## config.mk

```make
export PLATFORM = sky130hd
export DESIGN_NAME = regfile_write_arbiter
export DESIGN_NICKNAME = d
export VERILOG_FILES = /design/src/rtl/regfile_write_arbiter.sv
export SDC_FILE = /design/constraint.sdc
export NUM_CORES = 1
export LEC_CHECK = 0
export BUFFER_PORTS_ARGS = -buffer_cell sky130_fd_sc_hd__buf_2
export CORE_UTILIZATION = 30
export CTS_CLUSTER_DIAMETER = 50
export CTS_CLUSTER_SIZE = 20
export DETAILED_ROUTE_END_ITERATION = 7
export SYNTH_ARGS = -nofsm -noshare
export SYNTH_HDL_FRONTEND = slang
export SYNTH_SLANG_ARGS = --single-unit
```

## constraint.sdc

```tcl
create_clock -name clk -period 3.4 [get_ports clk]
set_clock_uncertainty 0.15 [all_clocks]
set_input_delay 0 -clock clk [delete_from_list [all_inputs] [get_ports clk]]
set_output_delay 0 -clock clk [all_outputs]
set_load 0.005 [all_outputs]
```

## src/rtl/regfile_write_arbiter.sv

```systemverilog
// Three-requester writeback arbiter for the 8 x 16-bit register file: one-entry holding buffer
// per requester, registered write port, busy scoreboard. Define RFWA_ROUND_ROBIN_EN for round-robin.
module regfile_write_arbiter #(
  parameter int unsigned NREQ = 3,
  parameter int unsigned AW   = 3,
  parameter int unsigned DW   = 16
) (
  input  logic                 clk,
  input  logic                 rst,
  input  logic [NREQ-1:0]      req_valid,
  output logic [NREQ-1:0]      req_ready,
  input  logic [NREQ*AW-1:0]   req_addr,
  input  logic [NREQ*DW-1:0]   req_data,
  input  logic                 hold,
  output logic                 RegWrite,
  output logic [AW-1:0]        WriteReg,
  output logic [DW-1:0]        WriteData,
  output logic [NREQ-1:0]      grant,
  output logic [(1<<AW)-1:0]   busy
);

  localparam int unsigned IdxW = $clog2(NREQ);

  logic [NREQ-1:0] buf_valid_q;
  logic [AW-1:0]   buf_addr_q [NREQ];
  logic [DW-1:0]   buf_data_q [NREQ];

  logic [NREQ-1:0] cand;
  logic [NREQ-1:0] gnt_now;
  logic [IdxW-1:0] gnt_idx;
  logic [AW-1:0]   win_addr;
  logic [DW-1:0]   win_data;
  logic            found;

  assign cand      = buf_valid_q & {NREQ{~hold}};
  assign req_ready = {NREQ{~rst}} & (~buf_valid_q | gnt_now);

`ifdef RFWA_ROUND_ROBIN_EN
  logic [IdxW-1:0] ptr_q, ptr_d;

  always_comb begin
    ptr_d = ptr_q;
    if (found) begin
      ptr_d = (32'(gnt_idx) == NREQ - 1) ? '0 : gnt_idx + 1'b1;
    end
  end

  always_ff @(posedge clk or posedge rst) begin
    if (rst) begin
      ptr_q <= '0;
    end else begin
      ptr_q <= ptr_d;
    end
  end
`endif

  // Search from the start index, wrapping modulo NREQ; first candidate found wins.
  always_comb begin
    int unsigned start;
    int unsigned j;
    gnt_now  = '0;
    gnt_idx  = '0;
    win_addr = '0;
    win_data = '0;
    found    = 1'b0;
`ifdef RFWA_ROUND_ROBIN_EN
    start    = 32'(ptr_q);
`else
    start    = 0;
`endif
    for (int unsigned k = 0; k < NREQ; k++) begin
      j = start + k;
      if (j >= NREQ) j = j - NREQ;
      if (!found && cand[j]) begin
        found      = 1'b1;
        gnt_now[j] = 1'b1;
        gnt_idx    = IdxW'(j);
        win_addr   = buf_addr_q[j];
        win_data   = buf_data_q[j];
      end
    end
  end

  always_ff @(posedge clk or posedge rst) begin
    if (rst) begin
      buf_valid_q <= '0;
      for (int unsigned i = 0; i < NREQ; i++) begin
        buf_addr_q[i] <= '0;
        buf_data_q[i] <= '0;
      end
    end else begin
      for (int unsigned i = 0; i < NREQ; i++) begin
        // A refill takes priority so a granted buffer can be reloaded on the same edge.
        if (req_valid[i] && req_ready[i]) begin
          buf_valid_q[i] <= 1'b1;
          buf_addr_q[i]  <= req_addr[i*AW +: AW];
          buf_data_q[i]  <= req_data[i*DW +: DW];
        end else if (gnt_now[i]) begin
          buf_valid_q[i] <= 1'b0;
        end
      end
    end
  end

  always_ff @(posedge clk or posedge rst) begin
    if (rst) begin
      RegWrite  <= 1'b0;
      WriteReg  <= '0;
      WriteData <= '0;
      grant     <= '0;
    end else if (found) begin
      RegWrite  <= 1'b1;
      WriteReg  <= win_addr;
      WriteData <= win_data;
      grant     <= gnt_now;
    end else begin
      RegWrite  <= 1'b0;
      grant     <= '0;
    end
  end

  always_comb begin
    busy = '0;
    for (int unsigned i = 0; i < NREQ; i++) begin
      if (buf_valid_q[i]) busy[buf_addr_q[i]] = 1'b1;
    end
    if (RegWrite) busy[WriteReg] = 1'b1;
  end

endmodule
```

# After elaboration in Yosys (flattened, before gate mapping)
# Index checks and enable logic that the tools add are counted.
[word_totals]
ram_bits = 0
rom_bits = 0
in_bits = 63
elab_cells = 75
output_inout_bits = 34
latchBits = 0
mem_count = 0
register_bits = 83
[op_classes]
mux = 31
div_mod_pow = 0
bitwise_logic = 9
reduce_logical = 14
eq_ne = 0
n_lt_le_gt_ge = 8
add_sub_neg = 0
shifts = 0
mul = 0
[op_table]
columns = ["op", "n"]
rows = [
  ["$mux 16", 3],
  ["$mux 8", 4],
  ["$or 8x8->8", 3],
  ["$lt 3x4->1 const B", 4],
  ["$mux 1", 16],
  ["$demux 1 s3", 4],
  ["$ge 3x1->1 const B", 4],
  ["$mux 3", 4],
  ["$logic_and 1x1->1", 9],
  ["$and 3x3->3", 2],
  ["$reduce_bool 2->1", 3],
  ["$not 3->3", 1],
  ["$or 3x3->3", 1],
  ["$logic_not 1->1", 2],
  ["$not 1->1", 2],
]

# Logic depth before layout (Yosys ltp)
# Gate-level depths: netlist (run 1).
[depth]
word_depth = 13
ltp_mapped = 6
ltp_nobuf = 3

# Worst setup path before layout (run 1)
# OpenSTA, ideal clock, no wires.
[synth_timing]
kind = "input -> register"
startpoint = "input rst"
endpoint = "register buf_addr_q[3] (netlist name)"
setup_time_ns = 0.125
setup_slack_ns = 0.120
path_buffers = 1
arrival_ns = 3.005
stages = 4
required_time_ns = 3.125
cell_sequence = "inv_1 nand3_2 buf_4 mux2_2"
[synth_via]
elab_chain_cells = 3
[synth_rtl]
columns = ["element", "line", "rtl"]
rows = [
  ["start: declaration", "9", "input logic rst,"],
  ["$not 1->1", "36", "assign req_ready = {NREQ{~rst}} & (~buf_valid_q | gnt_now);"],
  ["$and 3x3->3", "36", ""],
  ["$logic_and 1x1->1", "94", "if (req_valid[i] && req_ready[i]) begin"],
  ["end signal: indexed assignment", "96", "buf_addr_q[i] <= req_addr[i*AW +: AW];"],
  ["end: declaration", "25", "logic [AW-1:0] buf_addr_q [NREQ];"],
]
# No other way between the ends.
# A chain may end at the register's enable or synchronous reset.

# Worst setup path after layout (run 1)
[layout_timing]
startpoint = "register buf_valid_q[1]"
endpoint = "output busy[0]"
[layout_via]
elab_chain_cells = 5
[layout_rtl]
columns = ["element", "line", "rtl"]
rows = [
  ["start: declaration", "24", "logic [NREQ-1:0] buf_valid_q;"],
  ["start signal: assignment", "86", "buf_valid_q <= '0;"],
  ["start signal: indexed assignment", "95", "buf_valid_q[i] <= 1'b1;"],
  ["start signal: indexed assignment", "99", "buf_valid_q[i] <= 1'b0;"],
  ["$mux 8 (*)", "125", "if (buf_valid_q[i]) busy[buf_addr_q[i]] = 1'b1;"],
  ["$or 8x8->8 (no line)", "--", ""],
  ["$mux 8 (*)", "125", ""],
  ["$or 8x8->8 (no line)", "--", ""],
  ["$mux 8 (*)", "127", "if (RegWrite) busy[WriteReg] = 1'b1;"],
  ["end: declaration", "19", "output logic [(1<<AW)-1:0] busy"],
]
# Every way passes the cells marked *; elsewhere a longest branch is shown, timed or not.

==> results.md, run 1 <==
* Outcome: complete, no violations
* Vias at 3066
* Post-synth EDFFs at 0
* Seq/Total Area, Yosys at 54.0%
* GRT Total Usage at 16.3%
* Worst Hold Class: input pin to register
* Die height at 115 um
* H-Tree Depth at 3
* Initial drt markers at 109
* # diodes at 0
* Dpl cell area at 4480 um^2
* Post-Synthesis Cells at 311
* Post-DP HPWL at 6820 um
* Initial Util at 30.6%
* CTS tree: built
* Clk sinks at 83
* Non-filler cells, final at 639
* # setup viols final at 0
* Commonest non-fill, non-tap cell in the layout: buf_2
* Mean Syn Cell Area at 12.4 um^2
* Worst-Margin Slew at 0.978 ns
* # DRC at 0
* Post-route ant nets at 0
* Clk pwr share at 27.5%
* Die Width at 115 um
* Leakage at 2.42 nW
* Row count at 41
* Vias in the first global route at 3120
* MaxCap Viol Count at 0
* Fmax at 389 MHz
* Design area at 5350 um^2
* Syn Nets at 374
* Maximum fanout along the worst path at 21
* PwrDens at 580 nW/um^2
* I/O Buffers at 96
* Clock Path Buffers at 2
* Crit start category: register
* Number of I/O pins at 97
* Most frequent cells in the layout: buf_2, dfrtp_1, dlygate4sd3_1, mux2_2, nand2_1
* Final WS setup at 0.829 ns
* Root Buffer: clkbuf_16
* Clk_lat worst skew at 0.33 ns
* First-pass GRT wire length at 16300 um
* Final-report max-slew violation count at 0
* Flops & latches, synth at 83
* Routed WL per cell at 16.1 um
* Cells on worst reg2reg path at 3
* Worst setup EP type: output pin
* TritonCTS Buffers at 9
* Comb pwr share at 25.8%
* Unrepaired setup endpoints after global routing: false
* Post-CTS sizing at 0
* Router iterations before antenna repair at 4
* Dpl ws at 1.18 ns
* R2R setup slack at 1.21 ns
* Cell-internal power at 0.00219 W
* Core Region at 12600 um^2
* Min-delay src: req_valid[0]
* Sw frac at 29.2%
* Crit Path Category: register to output pin
* Fill cell count at 1206
* Max-slew headroom at 34.8%
* Psw at 0.000907 W
* Reg-to-reg endpoint: buf_addr_q[3]
* Hold Crit Depth at 4
* Dpl cells at 562
* Worst Hold End: buf_valid_q[0]
* Max VDD drop at 0.000242 V
* Final setup TNS at 0 ns
* Synth Warn # at 0
* Sequential cell fraction of total power at 46.8%
* Synth cell types at 37
* Post-Syn Area at 3850 um^2
* Share of cells above drive strength 1 at 38.1%
* GRT overflow at 0
* Period utilization at 75.6%
* Final hold vios at 0
* Final WL at 10300 um
* Vias per cell at 4.80
* Ys async rst share at 100%
* Top_reg_cell synth: dfrtp_1
* Nets at 525
* Synthesis-to-layout area growth at 39.0%
* Final min period at 2.57 ns
* FF-to-FF Start: buf_valid_q[1]
* Crit path required time at 3.25 ns
* Initial antenna violation count at 0
* Gpl congestion at 0.818
* Largest net degree at the start of global routing at 71
* Critical Path AT at 2.42 ns
* Die Area at 13300 um^2
* Clock transition at path regs at 0.06 ns
[worst max-delay path by stage]
stage	start	end	slack, ns	cells after the start
detailed placement	buf_valid_q[1]	buf_data_q[25]	1.18	3
global placement	buf_valid_q[1]	buf_data_q[21]	1.23	3
finish	buf_valid_q[1]	busy[0]	0.83	5
global route	buf_valid_q[1]	busy[0]	0.71	5
floorplan	rst	buf_addr_q[3]	0.12	4
CTS	buf_valid_q[1]	busy[0]	0.87	5
[cell families after synthesis]
logic type	Yosys count	share of synthesized area, %
buf+inv	31	3.84
mux	57	17.7
flops	83	54.0
simple gates	72	10.2
compound gates	68	14.3
[per-layer routing]
layer / up-vias / routed length [um] / GRT usage, %
met5: - / 0 / 0
met4: 0 / 107 / 5.37
met3: 11 / 460 / 3.80
met2: 95 / 4850 / 26.0
met1: 1509 / 4860 / 21.7
li1: 1451 / - / -
[cell usage after synthesis (all sizes together), types with 3 or more instances]
master  number  area (um^2)
dfrtp       83         2080
mux2        57          679
nand2       30          113
buf         16         91.3
a21oi       11         55.1
o21ai       11         58.8
a221o       10          100
nand3b      10         75.1
nor2         9         33.8
a211o        8         70.1
a32o         8         80.1
inv          8         30.0
clkbuf       6         22.5
nand2b       6         37.5
nor2b        6         37.5
o221ai       6         52.6
a32oi        4         35.0
and2         3         18.8
nor3b        3         27.5
o311ai       3         26.3
o32a         3         30.0
[cell type report]
cell class | count | area, um^2 | share of cell area (%)
tap | 172 | 215 | 4.02
clock buffer | 13 | 240 | 4.49
multi-input combinational | 197 | 1640 | 30.6
clock inverter | 3 | 15.0 | 0.281
timing repair buffer | 162 | 1130 | 21.1
sequential | 83 | 2080 | 38.8
inverter | 9 | 35.0 | 0.655
[critical path, cell delays in order (launching register included)]
cell and delay, ns:
dfrtp_1 0.90, buf_4 0.34, nor2b_1 0.31, a32oi_1 0.14, o311ai_0 0.16, buf_2 0.23
[power by group through the flow]
stage | combinational, W | clock (W) | sequential, W
global route | 0.000882 | 0.000920 | 0.00148
finish | 0.000799 | 0.000852 | 0.00145
floorplan | 0.000528 | 0 | 0.00138
detailed placement | 0.000750 | 0 | 0.00146
global placement | 0.000721 | 0 | 0.00146
CTS | 0.000806 | 0.000877 | 0.00145
[metrics by stage]
stage                     util (%)  hold slack, ns  total power (W)
after global routing          42.6          0.0551          0.00329
after CTS                     42.6          0.0252          0.00313
after global placement        35.7          -0.123          0.00218
final                         42.6          0.0296          0.00310
after detailed placement      35.7          -0.119          0.00221
after floorplan                  -          -0.115          0.00191
[registers in the layout, indices dropped and copies added (netlist names)]
| name | cells |
|---|---|
| buf_addr_q | 9 |
| RegWrite | 1 |
| grant | 3 |
| buf_valid_q | 3 |
| WriteData | 16 |
| buf_data_q | 48 |
| WriteReg | 3 |
[timing repair]
item / in CTS / in global routing
buffers inserted: 0 / 0
endpoints found under the hold margin: 75 / 0
hold buffers: 61 / 0
(Power assumes the default switching activity.)
==> run 2, diff against run 1 <==
==> constraint.sdc (replaced) <==
create_clock -name clk -period 2.65 [get_ports clk]
set_clock_uncertainty 0.15 [all_clocks]
set_input_delay 0 -clock clk [delete_from_list [all_inputs] [get_ports clk]]
set_output_delay 0 -clock clk [all_outputs]
set_load 0.005 [all_outputs]
==> run 2 against run 1 <==
Against the previous run: worst setup slack worse by 0.34 ns; combinational power is 34% higher; critical path type is now register to register; flip-flop and latch count stayed put; sequential power is 28% higher; largest power group unchanged; sequential share of layout area is 1.2 points lower; non-clock buffer count is 11 higher; total power is 39% higher; register-to-register slack worse by 0.72 ns; highest routed layer unchanged; cell count is 1.7% higher.
==> results.md, run 2 (same netlist as run 1, synthesis figures left out) <==
* First-pass GRT wire length at 16600 um (+1.9%)
* # diodes at 0 (unchanged)
* FF-to-FF Start: buf_valid_q[1]
* CTS tree: built
* Maximum fanout along the worst path at 12 (-43%)
* Clock Path Buffers at 2 (unchanged)
* # DRC at 0 (unchanged)
* Min-delay src: req_valid[0]
* Fin util at 44.0% (+1.4 points)
* Post-CTS sizing at 0 (unchanged)
* Crit path required time at 2.77 ns (-0.48 ns)
* Core Region at 12600 um^2 (unchanged)
* Leakage at 2.51 nW (+3.6%)
* TritonCTS Buffers at 9 (unchanged)
* Commonest non-fill, non-tap cell in the layout: buf_2
* Post CTS Setup Buffer Count at 0 (unchanged)
* Die Area at 13300 um^2 (unchanged)
* Clk sinks at 83 (unchanged)
* Initial antenna violation count at 0 (unchanged)
* Row count at 41 (unchanged)
* Root Buffer: clkbuf_16
* Final hold vios at 0 (unchanged)
* Uppermost layer routed: met4
* Crit start category: register
* Dpl cells at 568 (+1.1%)
* Wire length on met2 at 5040 um (+3.9%)
* Vias at 3146 (+2.6%)
* Critical Path AT at 2.27 ns (-0.15 ns)
* Unrepaired setup endpoints after global routing: false
* Initial Util at 30.6% (unchanged)
* Sequential cell fraction of total power at 42.9% (-3.9 points)
* Gpl congestion at 0.798 (-2.5%)
* Clock transition at path regs at 0.06 ns (about the same)
* Psw at 0.00119 W (+31%)
* Final WL at 10500 um (+1.9%)
* Initial drt markers at 136 (+25%)
* Hold WS at 0.108 ns (+0.0788 ns)
* Period utilization at 81.4%
* Regs by FF count: buf_data_q (48), WriteData (16), buf_addr_q (9)
* PwrDens at 782 nW/um^2 (+35%)
* Dpl ws at 0.535 ns (-0.647 ns)
* Max reg flops at 48 (unchanged)
* Crit Path Category: register to register
* Worst setup path startpoint: buf_valid_q[1]
* Comb pwr share at 24.8% (-1.0 points)
* Metal-1 WL at 4740 um (-2.4%)
* Vias in the first global route at 3192 (+2.3%)
* I/O Buffers at 96 (unchanged)
* Fmax at 463 MHz
* Cell-internal power at 0.00313 W (+43%)
* Final-report max-slew violation count at 0 (unchanged)
* Router iterations before antenna repair at 4 (unchanged)
* Fill cell count at 1192 (-1.2%)
* Max VDD drop at 0.000287 V (+19%)
* Worst-Margin Slew at 0.858 ns (-0.120 ns)
* GRT overflow at 0 (unchanged)
* Most frequent cells in the layout: buf_2, dfrtp_1, dlygate4sd3_1, mux2_2, nand2_1
* Worst Hold Class: input pin to register
* Max-slew headroom at 42.7% (+7.9 points)
* Number of I/O pins at 97 (unchanged)
* # setup viols final at 0 (unchanged)
* Final WS setup at 0.492 ns (-0.337 ns)
* Non-filler cells, final at 650 (+1.7%)
* Largest Register: buf_data_q
* Post-route ant nets at 0 (unchanged)
* GRT Total Usage at 16.5% (+0.21 points)
* Die height at 115 um (unchanged)
* Clk_lat worst skew at 0.33 ns (about the same)
* Hold buffer count at cts at 66 (+8.2%)
* Final min period at 2.16 ns
* Metal3 WL at 515 um (+12%)
* Vias per cell at 4.84 (+0.87%)
* Outcome: complete, no violations
* Final setup TNS at 0 ns (unchanged)
* Post-DP HPWL at 7110 um (+4.2%)
* Clk pwr share at 32.3% (+4.8 points)
* Largest net degree at the start of global routing at 63 (-11%)
* H-Tree Depth at 3 (unchanged)
* Routed WL per cell at 16.1 um (+0.20%)
* Sw frac at 27.6% (-1.6 points)
* MaxCap Viol Count at 0 (unchanged)
* Nets at 536 (+2.1%)
* Synthesis-to-layout area growth at 43.6%
* Die Width at 115 um (unchanged)
* Worst setup EP type: register
* Share of cells above drive strength 1 at 39.1% (+1.0 points)
==> run 2: changes by cell type in the layout (fill, tap and decap cells not counted), sizes merged <==
cell	previous run	this run
clkinv	5	4
clkinvlp	0	1
dlygate4sd3	61	66
buf	101	107
clkbuf	13	10
bufinv	0	3
==> run 2: final timing paths <==
| kind | endpoint | slack, ns | cells after the start |
|---|---|---|---|
| max reg2reg | WriteData[0] | 0.49 | 4 |
| min reg2reg | WriteData[6] | 0.35 | 1 |
| min | buf_data_q[37] | 0.11 | 4 |
| max in group asynchronous | grant[1] | 1.40 | 4 |
| max | WriteData[0] | 0.49 | 4 |
| min in group asynchronous | buf_valid_q[0] | 0.25 | 4 |
==> run 2: per-stage QoR <==
step	power, W	instance area (um^2)
finish	0.00432	5530
global route	0.00455	5530
CTS	0.00436	5530
detailed placement	0.00285	4530
global placement	0.00281	4530
floorplan	0.00245	3850
==> run 2: power by group through the flow <==
stage,clock (W),sequential (W),combinational (W)
5_1_grt,0.00148,0.00189,0.00118
3_3_place_gp,0,0.00186,0.000955
2_1_floorplan,0,0.00177,0.000678
4_1_cts,0.00143,0.00185,0.00108
6_report,0.00140,0.00185,0.00107
3_5_place_dp,0,0.00187,0.000984
==> run 2: per-layer routing <==
layer | global-route usage, % | vias to the layer above
li1 | - | 1471
met1 | 22.0 | 1561
met2 | 26.0 | 98
met3 | 3.58 | 16
met4 | 6.49 | 0
met5 | 0 | -
==> run 2: worst max-delay path: stages, from the launching register on <==
cell and delay, ns:
dfrtp_1 0.54, nor2b_1 0.74, nor3b_2 0.34, buf_4 0.18, a221o_1 0.14
==> run 2: area by class of cell <==
cell class / instances / area, um^2 / share of cell area, %
Clock buffer: 10 / 229 / 4.14
Inverter: 9 / 37.5 / 0.679
Clock inverter: 6 / 105 / 1.90
Timing Repair Buffer: 173 / 1220 / 22.1
Tap cell: 172 / 215 / 3.89
Multi-Input combinational cell: 197 / 1640 / 29.6
Sequential cell: 83 / 2080 / 37.6
==> run 3, diff against run 2 <==
==> constraint.sdc (replaced) <==
create_clock -name clk -period 2.25 [get_ports clk]
set_clock_uncertainty 0.15 [all_clocks]
set_input_delay 0 -clock clk [delete_from_list [all_inputs] [get_ports clk]]
set_output_delay 0 -clock clk [all_outputs]
set_load 0.005 [all_outputs]
==> run 3 against run 2 <==
Against the previous run: non-clock buffer count down 2; sequential share of layout area down 0.25 points; hold slack worse by 0.026 ns; routed wire length down 4.0%; critical path type is now input pin to register; largest cell class unchanged; largest power group unchanged.
==> results.md, run 3 (same netlist as run 1, synthesis figures left out) <==
* Clock transition at path regs at 0.06 ns (about the same)
* Cells on worst reg2reg path at 5 (+1)
* Largest Register: buf_data_q
* FF-to-FF Start: buf_valid_q[0]
* GRT Total Usage at 16.1% (-0.40 points)
* Initial Util at 30.6% (unchanged)
* Nets at 534 (-0.37%)
* Worst Hold Class: input pin to async pin
* Initial drt markers at 220 (+62%)
* Final WS setup at 0.121 ns (-0.371 ns)
* Outcome: complete, no violations
* Cell-internal power at 0.00363 W (+16%)
* Final hold vios at 0 (unchanged)
* Fmax at 470 MHz
* Crit start category: input pin
* Vias in the first global route at 3033 (-5.0%)
* Post-CTS sizing at 0 (unchanged)
* Crit Path Category: input pin to register
* Synthesis-to-layout area growth at 44.6%
* Post-route ant nets at 0 (unchanged)
* Overall Power at 0.00506 W (+17%)
* Max-slew headroom at 56.7% (+14 points)
* Gpl congestion at 0.804 (+0.74%)
* Die Area at 13300 um^2 (unchanged)
* Vias per cell at 4.72 (-2.5%)
* Post CTS Setup Buffer Count at 0 (unchanged)
* GRT overflow at 0 (unchanged)
* Largest net degree at the start of global routing at 52 (-17%)
* Max reg flops at 48 (unchanged)
* Die Width at 115 um (unchanged)
* Unrepaired setup endpoints after global routing: false
* Most frequent cells in the layout: buf_2, dfrtp_1, dlygate4sd3_1, nand2_1, mux2_4
* Die height at 115 um (unchanged)
* Core Region at 12600 um^2 (unchanged)
* Vias at 3058 (-2.8%)
* I/O Buffers at 96 (unchanged)
* Routed WL per cell at 15.5 um (-3.7%)
* Reg-to-reg endpoint: buf_valid_q[0]
* PwrDens at 910 nW/um^2 (+16%)
* Worst-Margin Slew at 0.649 ns (-0.208 ns)
* # diodes at 0 (unchanged)
* First-pass GRT wire length at 16100 um (-3.2%)
* # setup viols final at 0 (unchanged)
* Critical Path AT at 2.19 ns (-0.08 ns)
* # DRC at 0 (unchanged)
* TritonCTS Buffers at 9 (unchanged)
* Row count at 41 (unchanged)
* Hold WS at 0.0823 ns (-0.0261 ns)
* Sw frac at 28.4% (+0.79 points)
* Clock Path Buffers at 2 (unchanged)
* Final-report max-slew violation count at 0 (unchanged)
* Clk_lat worst skew at 0.33 ns (about the same)
* Maximum fanout along the worst path at 20 (+8)
* Period utilization at 94.6%
* Final setup TNS at 0 ns (unchanged)
* Commonest non-fill, non-tap cell in the layout: buf_2
* Psw at 0.00144 W (+21%)
* Fin util at 44.3% (+0.30 points)
* R2R setup slack at 0.19 ns (-0.30 ns)
* Router iterations before antenna repair at 4 (unchanged)
* Root Buffer: clkbuf_16
* Share of cells above drive strength 1 at 39.9% (+0.79 points)
* Number of I/O pins at 97 (unchanged)
* Regs by FF count: buf_data_q (48), WriteData (16), buf_addr_q (9)
* Max VDD drop at 0.000421 V (+47%)
* Initial antenna violation count at 0 (unchanged)
* MaxCap Viol Count at 0 (unchanged)
* Final WL at 10100 um (-4.0%)
* Final min period at 2.13 ns
* Dpl ws at 0.351 ns (-0.183 ns)
* Comb pwr share at 25.6% (+0.8 points)
* CTS tree: built
* Clk pwr share at 31.7% (-0.6 points)
* Crit path required time at 2.31 ns (-0.46 ns)
* Leakage at 2.59 nW (+3.3%)
* H-Tree Depth at 3 (unchanged)
* Sequential cell fraction of total power at 42.7% (-0.2 points)
* Worst setup EP type: register
* Post-DP HPWL at 7020 um (-1.3%)
* Clk sinks at 83 (unchanged)
## run 3: layout make-up
| class | instances | area, um^2 |
|---|---|---|
| clock buffers | 9 | 225 |
| clock inverters | 7 | 100 |
| fillers | 1237 | 7000 |
| inverters | 9 | 37.5 |
| multi-input cells | 197 | 1710 |
| flip-flops and latches | 83 | 2080 |
| well taps | 172 | 215 |
| repair buffers | 171 | 1200 |
## run 3: worst max-delay path, stage by stage
cell and delay (ns):
dlygate4sd3_1 0.52, buf_2 0.41, a21oi_1 0.19, nand2_1 0.11, buf_4 0.29, nand2_1 0.10, dlygate4sd3_1 0.56
## run 3: power by group through the flow
stage | sequential [W] | combinational (W) | clock (W)
final | 0.00216 | 0.00130 | 0.00160
after global routing | 0.00222 | 0.00143 | 0.00169
after CTS | 0.00216 | 0.00131 | 0.00163
after detailed placement | 0.00218 | 0.00123 | 0
after global placement | 0.00218 | 0.00120 | 0
after floorplan | 0.00209 | 0.000862 | 0
## run 3: metal layers
metal  part of all wire [%]  GRT usage [%]  vias to the layer above
met5                      0              0                        -
met4                    1.3           5.19                        0
met3                    4.0           2.74                        9
met2                     49           26.5                       70
met1                     46           21.5                     1516
li1                       -              -                     1463
## run 3: worst max-delay path by stage
| stage | start | to | slack [ns] | depth (start not counted) |
|---|---|---|---|---|
| after floorplan | rst | buf_addr_q[3] | -0.31 | 4 |
| after global placement | buf_valid_q[0] | buf_data_q[1] | 0.40 | 3 |
| after detailed placement | buf_valid_q[0] | buf_data_q[14] | 0.35 | 3 |
| after CTS | hold | buf_valid_q[0] | 0.17 | 7 |
| after global routing | hold | buf_valid_q[0] | 0.02 | 7 |
| final | hold | buf_valid_q[0] | 0.12 | 7 |
## run 3: repair_timing
action / CTS / global route
hold buffers: 62 / 0
endpoints found under the hold margin: 93 / 0
setup endpoints to repair: 0 / 0
## run 3: per-stage QoR
step / area [um^2] / std cells
floorplan: 3940 / 311
global placement: 4620 / 570
detailed placement: 4620 / 570
CTS: 5560 / 648
global route: 5560 / 648
finish: 5560 / 648
